==> src/rtl/mux_pkg.sv <==
// Shared constants and state type for the 8:1 mux scanner.
// Imported by the scan controller and the bench.
package mux_pkg;

  localparam int NUM_CH = 8;
  localparam int SEL_W  = 3;

  typedef enum logic [1:0] {
    IDLE = 2'd0,
    SCAN = 2'd1,
    DONE = 2'd2
  } scan_state_t;

endpackage

==> src/rtl/mux_scan_ctrl.sv <==
// Steps the mux select through every channel, samples y_i per channel
// and publishes the assembled word with a one-cycle valid pulse.
module mux_scan_ctrl
  import mux_pkg::*;
#(
  parameter int NUM_CH = mux_pkg::NUM_CH,
  parameter int SEL_W  = mux_pkg::SEL_W,
  parameter int SETTLE = 1
) (
  input  logic              clk,
  input  logic              rst,
  input  logic              start,
  input  logic              y_i,
  output logic [SEL_W-1:0]  sel_o,
  output logic [NUM_CH-1:0] data_o,
  output logic              valid_o,
  output logic              busy_o
);

  localparam logic [3:0]       SETTLE_C = 4'(SETTLE);
  localparam logic [SEL_W-1:0] LAST     = SEL_W'(NUM_CH - 1);

  scan_state_t       state, state_n;
  logic [3:0]        wcnt, wcnt_n;
  logic [SEL_W-1:0]  sel_n;
  logic [NUM_CH-1:0] shadow, shadow_n;
  logic [NUM_CH-1:0] data_n;
  logic              valid_n;
  logic              busy_n;

  always_ff @(posedge clk) begin
    if (rst) begin
      state   <= IDLE;
      wcnt    <= '0;
      sel_o   <= '0;
      shadow  <= '0;
      data_o  <= '0;
      valid_o <= 1'b0;
      busy_o  <= 1'b0;
    end else begin
      state   <= state_n;
      wcnt    <= wcnt_n;
      sel_o   <= sel_n;
      shadow  <= shadow_n;
      data_o  <= data_n;
      valid_o <= valid_n;
      busy_o  <= busy_n;
    end
  end

  always_comb begin
    state_n  = state;
    wcnt_n   = wcnt;
    sel_n    = sel_o;
    shadow_n = shadow;
    data_n   = data_o;
    valid_n  = 1'b0;
    busy_n   = busy_o;
    unique case (state)
      IDLE: begin
        sel_n = '0;
        if (start) begin
          state_n = SCAN;
          wcnt_n  = '0;
          busy_n  = 1'b1;
        end
      end
      SCAN: begin
        if (wcnt < SETTLE_C) begin
          wcnt_n = wcnt + 4'd1;
        end else begin
          shadow_n[sel_o] = y_i;
          if (sel_o != LAST) begin
            sel_n  = sel_o + SEL_W'(1);
            wcnt_n = '0;
          end else begin
            state_n = DONE;
          end
        end
      end
      DONE: begin
        // shadow already holds the last channel's bit here
        data_n  = shadow;
        valid_n = 1'b1;
        sel_n   = '0;
        wcnt_n  = '0;
        if (start) begin
          state_n = SCAN;
          busy_n  = 1'b1;
        end else begin
          state_n = IDLE;
          busy_n  = 1'b0;
        end
      end
      default: begin
        state_n = IDLE;
        busy_n  = 1'b0;
      end
    endcase
  end

endmodule

==> config.mk <==
export PLATFORM = sky130hd
export DESIGN_NAME = mux_scan_ctrl
export DESIGN_NICKNAME = d
export VERILOG_FILES = /design/src/rtl/mux_pkg.sv /design/src/rtl/mux_scan_ctrl.sv
export SDC_FILE = /design/constraint.sdc
export NUM_CORES = 1
export LEC_CHECK = 0
export BUFFER_PORTS_ARGS = -buffer_cell sky130_fd_sc_hd__buf_2
export CAP_MARGIN = 20
export CORE_UTILIZATION = 50
export CTS_BUF_LIST = sky130_fd_sc_hd__clkbuf_8
export DETAILED_ROUTE_END_ITERATION = 7
export GPL_TIMING_DRIVEN = 1
export HOLD_SLACK_MARGIN = 0.03
export MAX_ROUTING_LAYER = met4
export PLACE_DENSITY = 0.71
export SYNTH_ARGS = -nofsm -noshare
export SYNTH_HDL_FRONTEND = slang
export SYNTH_SLANG_ARGS = --single-unit
==> constraint.sdc <==
create_clock -name clk -period 1.67 [get_ports clk]
set_input_delay 0.334 -clock clk [delete_from_list [all_inputs] [get_ports clk]]
set_output_delay 0.334 -clock clk [all_outputs]
set_load 0.02 [all_outputs]
======== Word level (Yosys, flattened, before mapping) ========
Cells that the tools add are included.
storage, ports and cells
  register bits after elaboration ......... 27
  output and inout bits ................... 13
  logic and storage cells ................. 51
operators by class
  $add $sub $neg .......................... 2
  $lt $le $gt $ge ......................... 3
  eq/ne operators ......................... 8
  mux-type cells .......................... 19
  bitwise logic cells ..................... 2
  reductions and logical operators ........ 10
operator list
  kind                                                  number
  two-way mux 4 bit                                     3
  case mux 4 bit (3 select lines)                       1
  AND reduction 3 bit                                   3
  bitwise mux 8 bit                                     1
  != test 2 bit (second input constant)                 4
  two-way mux 2 bit                                     3
  two-way mux 3 bit                                     2
  != test 3 bit (second input constant)                 2
  case mux 2 bit (3 select lines)                       1
  case mux 3 bit (2 select lines)                       1
  two-way mux 1 bit                                     5
  adder 4 x 1 -> 4 bit (second input constant)          1
  < comparator 3 x 4 -> 1 bit (second input constant)   1
  < comparator 4 x 1 -> 1 bit (second input constant)   1
  AND reduction 2 bit                                   2
  adder 3 x 1 -> 3 bit (second input constant)          1
  demux 1 bit (select 3 bit)                            1
  >= comparator 3 x 1 -> 1 bit (second input constant)  1
  case mux 1 bit (3 select lines)                       1
  nonzero test 3 bit                                    1
  == test 2 x 1 -> 1 bit (second input constant)        1
  == test 2 bit (second input constant)                 1
  zero test 2 bit                                       1
  NOT 1 bit                                             2
  3 further kinds                                       3

======== Longest topological paths before layout ========
  depth in word-level cells ............... 5
  gate-level depth with buffers ........... 6
  mapped depth without buffers ............ 5

======== Least setup slack after synthesis ========
Ideal clock, no wire load.
  path type ............................... reg2reg
  from .................................... register sel_o[0]
  to ...................................... register sel_o[0]
  setup time .............................. 70 ps
  arrival ................................. 1546 ps
  data required time ...................... 1600 ps
  slack ................................... 55 ps
  stages on the path, launching flop included .. 6
  path buffers ............................ 0
  period minus slack after synthesis ...... 1615 ps
  cells stage by stage .................... dfxtp_1 -> ha_1 -> ha_1 -> or2_4 -> or3_1 -> a21oi_1
between the ends
  cells in the longest elaborated chain, start to end .. 4
ends and longest elaborated chain
  what                             RTL line             source
  from (decl)                      mux_scan_ctrl.sv:14  output logic [SEL_W-1:0] sel_o,
  from (signal assigned)           mux_scan_ctrl.sv:43  sel_o <= sel_n;
  adder 3 x 1 -> 3 bit             mux_scan_ctrl.sv:74  sel_n = sel_o + SEL_W'(1);
  two-way mux 3 bit                mux_scan_ctrl.sv:73  if (sel_o != LAST) begin
  two-way mux 3 bit                mux_scan_ctrl.sv:69  if (wcnt < SETTLE_C) begin
  case mux 3 bit (2 select lines)  mux_scan_ctrl.sv:59  unique case (state)
Several ways; a longest one is shown, not always the timed one. The select of a mux whose other input is x is not followed.
A chain may end at the register's enable or synchronous reset.

======== Final worst setup path ========
  from .................................... register sel_o[1]
  to ...................................... register sel_o[0]
between the ends
  cells in the longest elaborated chain, start to end .. 3
ends and longest elaborated chain
  what                           RTL line
  != test 3 bit                  mux_scan_ctrl.sv:73
  != test 2 bit (no line)        n/a
  AND reduction 3 bit (no line)  n/a
No other way between the ends.

==> impl_metrics.json <==
{
  "fp.dieH_um": 51.4,
  "syn-num-nets": 145,
  "power-per-cell-area_nw_per_um2": 816,
  "postLayoutCoreUtil": 0.598,
  "p_total_mw": 1.10,
  "cts_max_level": 1,
  "critical_path_required_ps": 1870,
  "tritoncts.num_buffers": 3,
  "drt_pre_antenna_iters": 4,
  "synthFlopType": "dfxtp_1",
  "netlist_top_cells_area": "dfxtp_1, nand2b_1, mux2i_1, a21oi_1, nand2_1",
  "run_status": "completed",
  "clkSinkCount": 27,
  "least_margin_pin_slew_ps": 516,
  "fillerInstances": 225,
  "synthDistinctLibCells": 32,
  "area.sequential_sq_um": 541,
  "routed_via_density": 5.35,
  "detail_route.iter0.violations": 12,
  "power.net_switching_mw": 0.252,
  "route.antenna.remaining_nets": 0,
  "drt_drc_violations_left": 0,
  "synthesis.yosys.warnings": 0,
  "layout-drive-gt1-share": 0.173,
  "p_sw_frac": 0.229,
  "multi_input_comb_area_sq_um": 613,
  "crit_path_kind": "reg -> reg",
  "design.core.area_sq_um": 2250,
  "avgRoutedWirePerCell_um": 12.1,
  "postSynth.asyncResetShare": 0,
  "drt_wl_total_mm": 2.15,
  "timing.final.crit_period_ps": 1540,
  "seq_area_frac_synth": 0.442,
  "syn-mean-instance-area_sq_um": 8.92,
  "leakagePower_nw": 0.575,
  "crit_arrival_ps": 1740,
  "row_count": 17,
  "grt_use_total": 0.195,
  "synth.largest_area_cell": "dfxtp_1",
  "cts.reportedPaths.clkPinSlew_ps": 80,
  "final.setup.tns_ps": 0,
  "post-synth-top-area-fraction": 0.442,
  "timing.final.setup_violations": 0,
  "initial_utilization": 0.542,
  "timing.final.max_slew_violations": 0,
  "final_hpwl_from_detailed_placement_mm": 1.60,
  "post_synth_instance_area_sq_um": 1220,
  "max_slew_headroom": 0.655,
  "worst_hold_path.num_cells": 3,
  "placement.io_buffers": 16,
  "area_delta_synth_final_pct": 10.2,
  "maximum_number_of_pins_on_one_net_before_global_route_repair": 28,
  "cts_root_buffer": "clkbuf_8",
  "die_area_sq_um": 2650,
  "post_cts.resized_instances": 0,
  "postcts_setup_bufs": 0,
  "grt_overflow": 0,
  "antenna_found_initial": 0,
  "dr_total_vias": 953,
  "worst_setup_path_end_kind": "flop",
  "rsz0062_at_grt": "no",
  "part_of_the_cycle_the_worst_path_needs": 0.920,
  "hold-worst-slack_ps": 366,
  "reg2regPathDepth": 5,
  "first_global_vias": 833,
  "worst_skew_ps": 1.85,
  "clock_latency_ps": 270,
  "antenna_cells": 0,
  "ys_ff_latch": 27,
  "worst-path-max-fanout": 7,
  "postSynthCellCount": 137,
  "cellInternalPower_mw": 0.848,
  "hp-class": "in -> reg",
  "synth_enable_flop_cells": 0,
  "clkPwrFrac": 0.322,
  "fmaxAchievable_mhz": 651,
  "power.share.sequential": 0.600,
  "top_level_i_o_count": 17,
  "grt_first_pass_wirelength_mm": 3.68,
  "final_hold_viol_count": 0,
  "maximum_resistive_drop_on_vdd_mv": 0.730,
  "max_cap_viol_count": 0,
  "routabilityCongestion": 0.744,
  "power_share_of_the_combinational_group": 0.079,
  "final_net_count": 159,
  "cts_hold_buffers": 0,
  "die_w_um": 51.4,
  "tritoncts_clock_tree": "yes",
  "clk_path_buf_depth": 2,
  "cp-start-kind": "flop"
}
## layout make-up
cell class	count	area share
Inverter	3	0.00836
Multi-Input combinational cell	97	0.455
Clock inverter	1	0.00279
Tap cell	28	0.0260
Timing Repair Buffer	19	0.0761
Sequential cell	27	0.401
Clock buffer	3	0.0306
## path summary, 6_finish.rpt
kind | startpoint | endpoint | slack, ps
max | sel_o[1]$_SDFFE_PP0P_ | sel_o[0]$_SDFFE_PP0P_ | 130
max reg2reg | sel_o[1]$_SDFFE_PP0P_ | sel_o[0]$_SDFFE_PP0P_ | 130
min reg2reg | data_o[3]$_SDFFE_PP0N_ | data_o[3]$_SDFFE_PP0N_ | 450
min | start | state[0]$_SDFFE_PP0P_ | 370
## cell usage in the layout, fill, tap and decap left out, drive strengths merged, types with 5 or more instances in the layout
| cell | netlist | layout |
|---|---|---|
| dfxtp | 27 | 27 |
| buf | 6 | 19 |
| nand2 | 16 | 16 |
| a21oi | 14 | 14 |
| nand2b | 13 | 13 |
| nand3 | 8 | 8 |
| mux2i | 8 | 8 |
| nand4 | 5 | 5 |
| o21ai | 5 | 5 |
## metrics by stage
stage               instances  area (sq um)  setup WS (ps)
floorplan                 137          1220           54.5
global placement          174          1300            244
detailed placement        174          1300            166
CTS                       178          1350            143
global route              178          1350           73.9
finish                    178          1350            134
## cells by family (layout without fill, tap and decap cells)
group                    Yosys count  count (layout)  share of synthesized area
AO/OA/AOI/OAI                     24              24                      0.107
adder cells (fa/ha/maj)            4               4                     0.0409
buffers and inverters             13              26                     0.0563
flip-flops                        27              27                      0.442
multiplexers                       8               8                     0.0655
AND/OR/NAND/NOR                   61              61                      0.288
## Yosys cell counts, types with 2 or more instances
| master | count |
|---|---|
| a21oi_1 | 14 |
| a31oi_1 | 2 |
| buf_2 | 3 |
| buf_6 | 2 |
| clkbuf_1 | 3 |
| dfxtp_1 | 27 |
| ha_1 | 4 |
| inv_1 | 3 |
| mux2i_1 | 8 |
| nand2_1 | 16 |
| nand2b_1 | 13 |
| nand3_1 | 8 |
| nand4_1 | 5 |
| nor2_1 | 4 |
| nor2b_1 | 3 |
| nor3b_2 | 2 |
| nor4b_1 | 2 |
| o21ai_0 | 4 |
## registers in the layout (all words and copies together) (netlist names)
signal / cells
state: 2
wcnt: 4
sel_o: 3
busy_o: 1
data_o: 8
shadow: 8
valid_o: 1
## routing by layer
layer  GRT usage  vias up  wire length, um
met5           -        -                0
met3      0.0536        5               96
li1            -      494                -
met1       0.240      433             1050
met4      0.0811        0               32
met2       0.299       21              970
## power groups by stage
stage	clock, mW	sequential [mW]	combinational (mW)
final	0.354	0.660	0.0864
after global routing	0.400	0.662	0.0941
after global placement	0	0.675	0.0827
after detailed placement	0	0.675	0.0859
after CTS	0.369	0.660	0.0865
after floorplan	0	0.674	0.0728
## worst max-delay path: stages (launching register included)
cell and delay (ps):
dfxtp_1 370, ha_1 200, ha_1 190, or2_4 240, or3_1 320, a21oi_1 150
(Power assumes the default switching activity.)
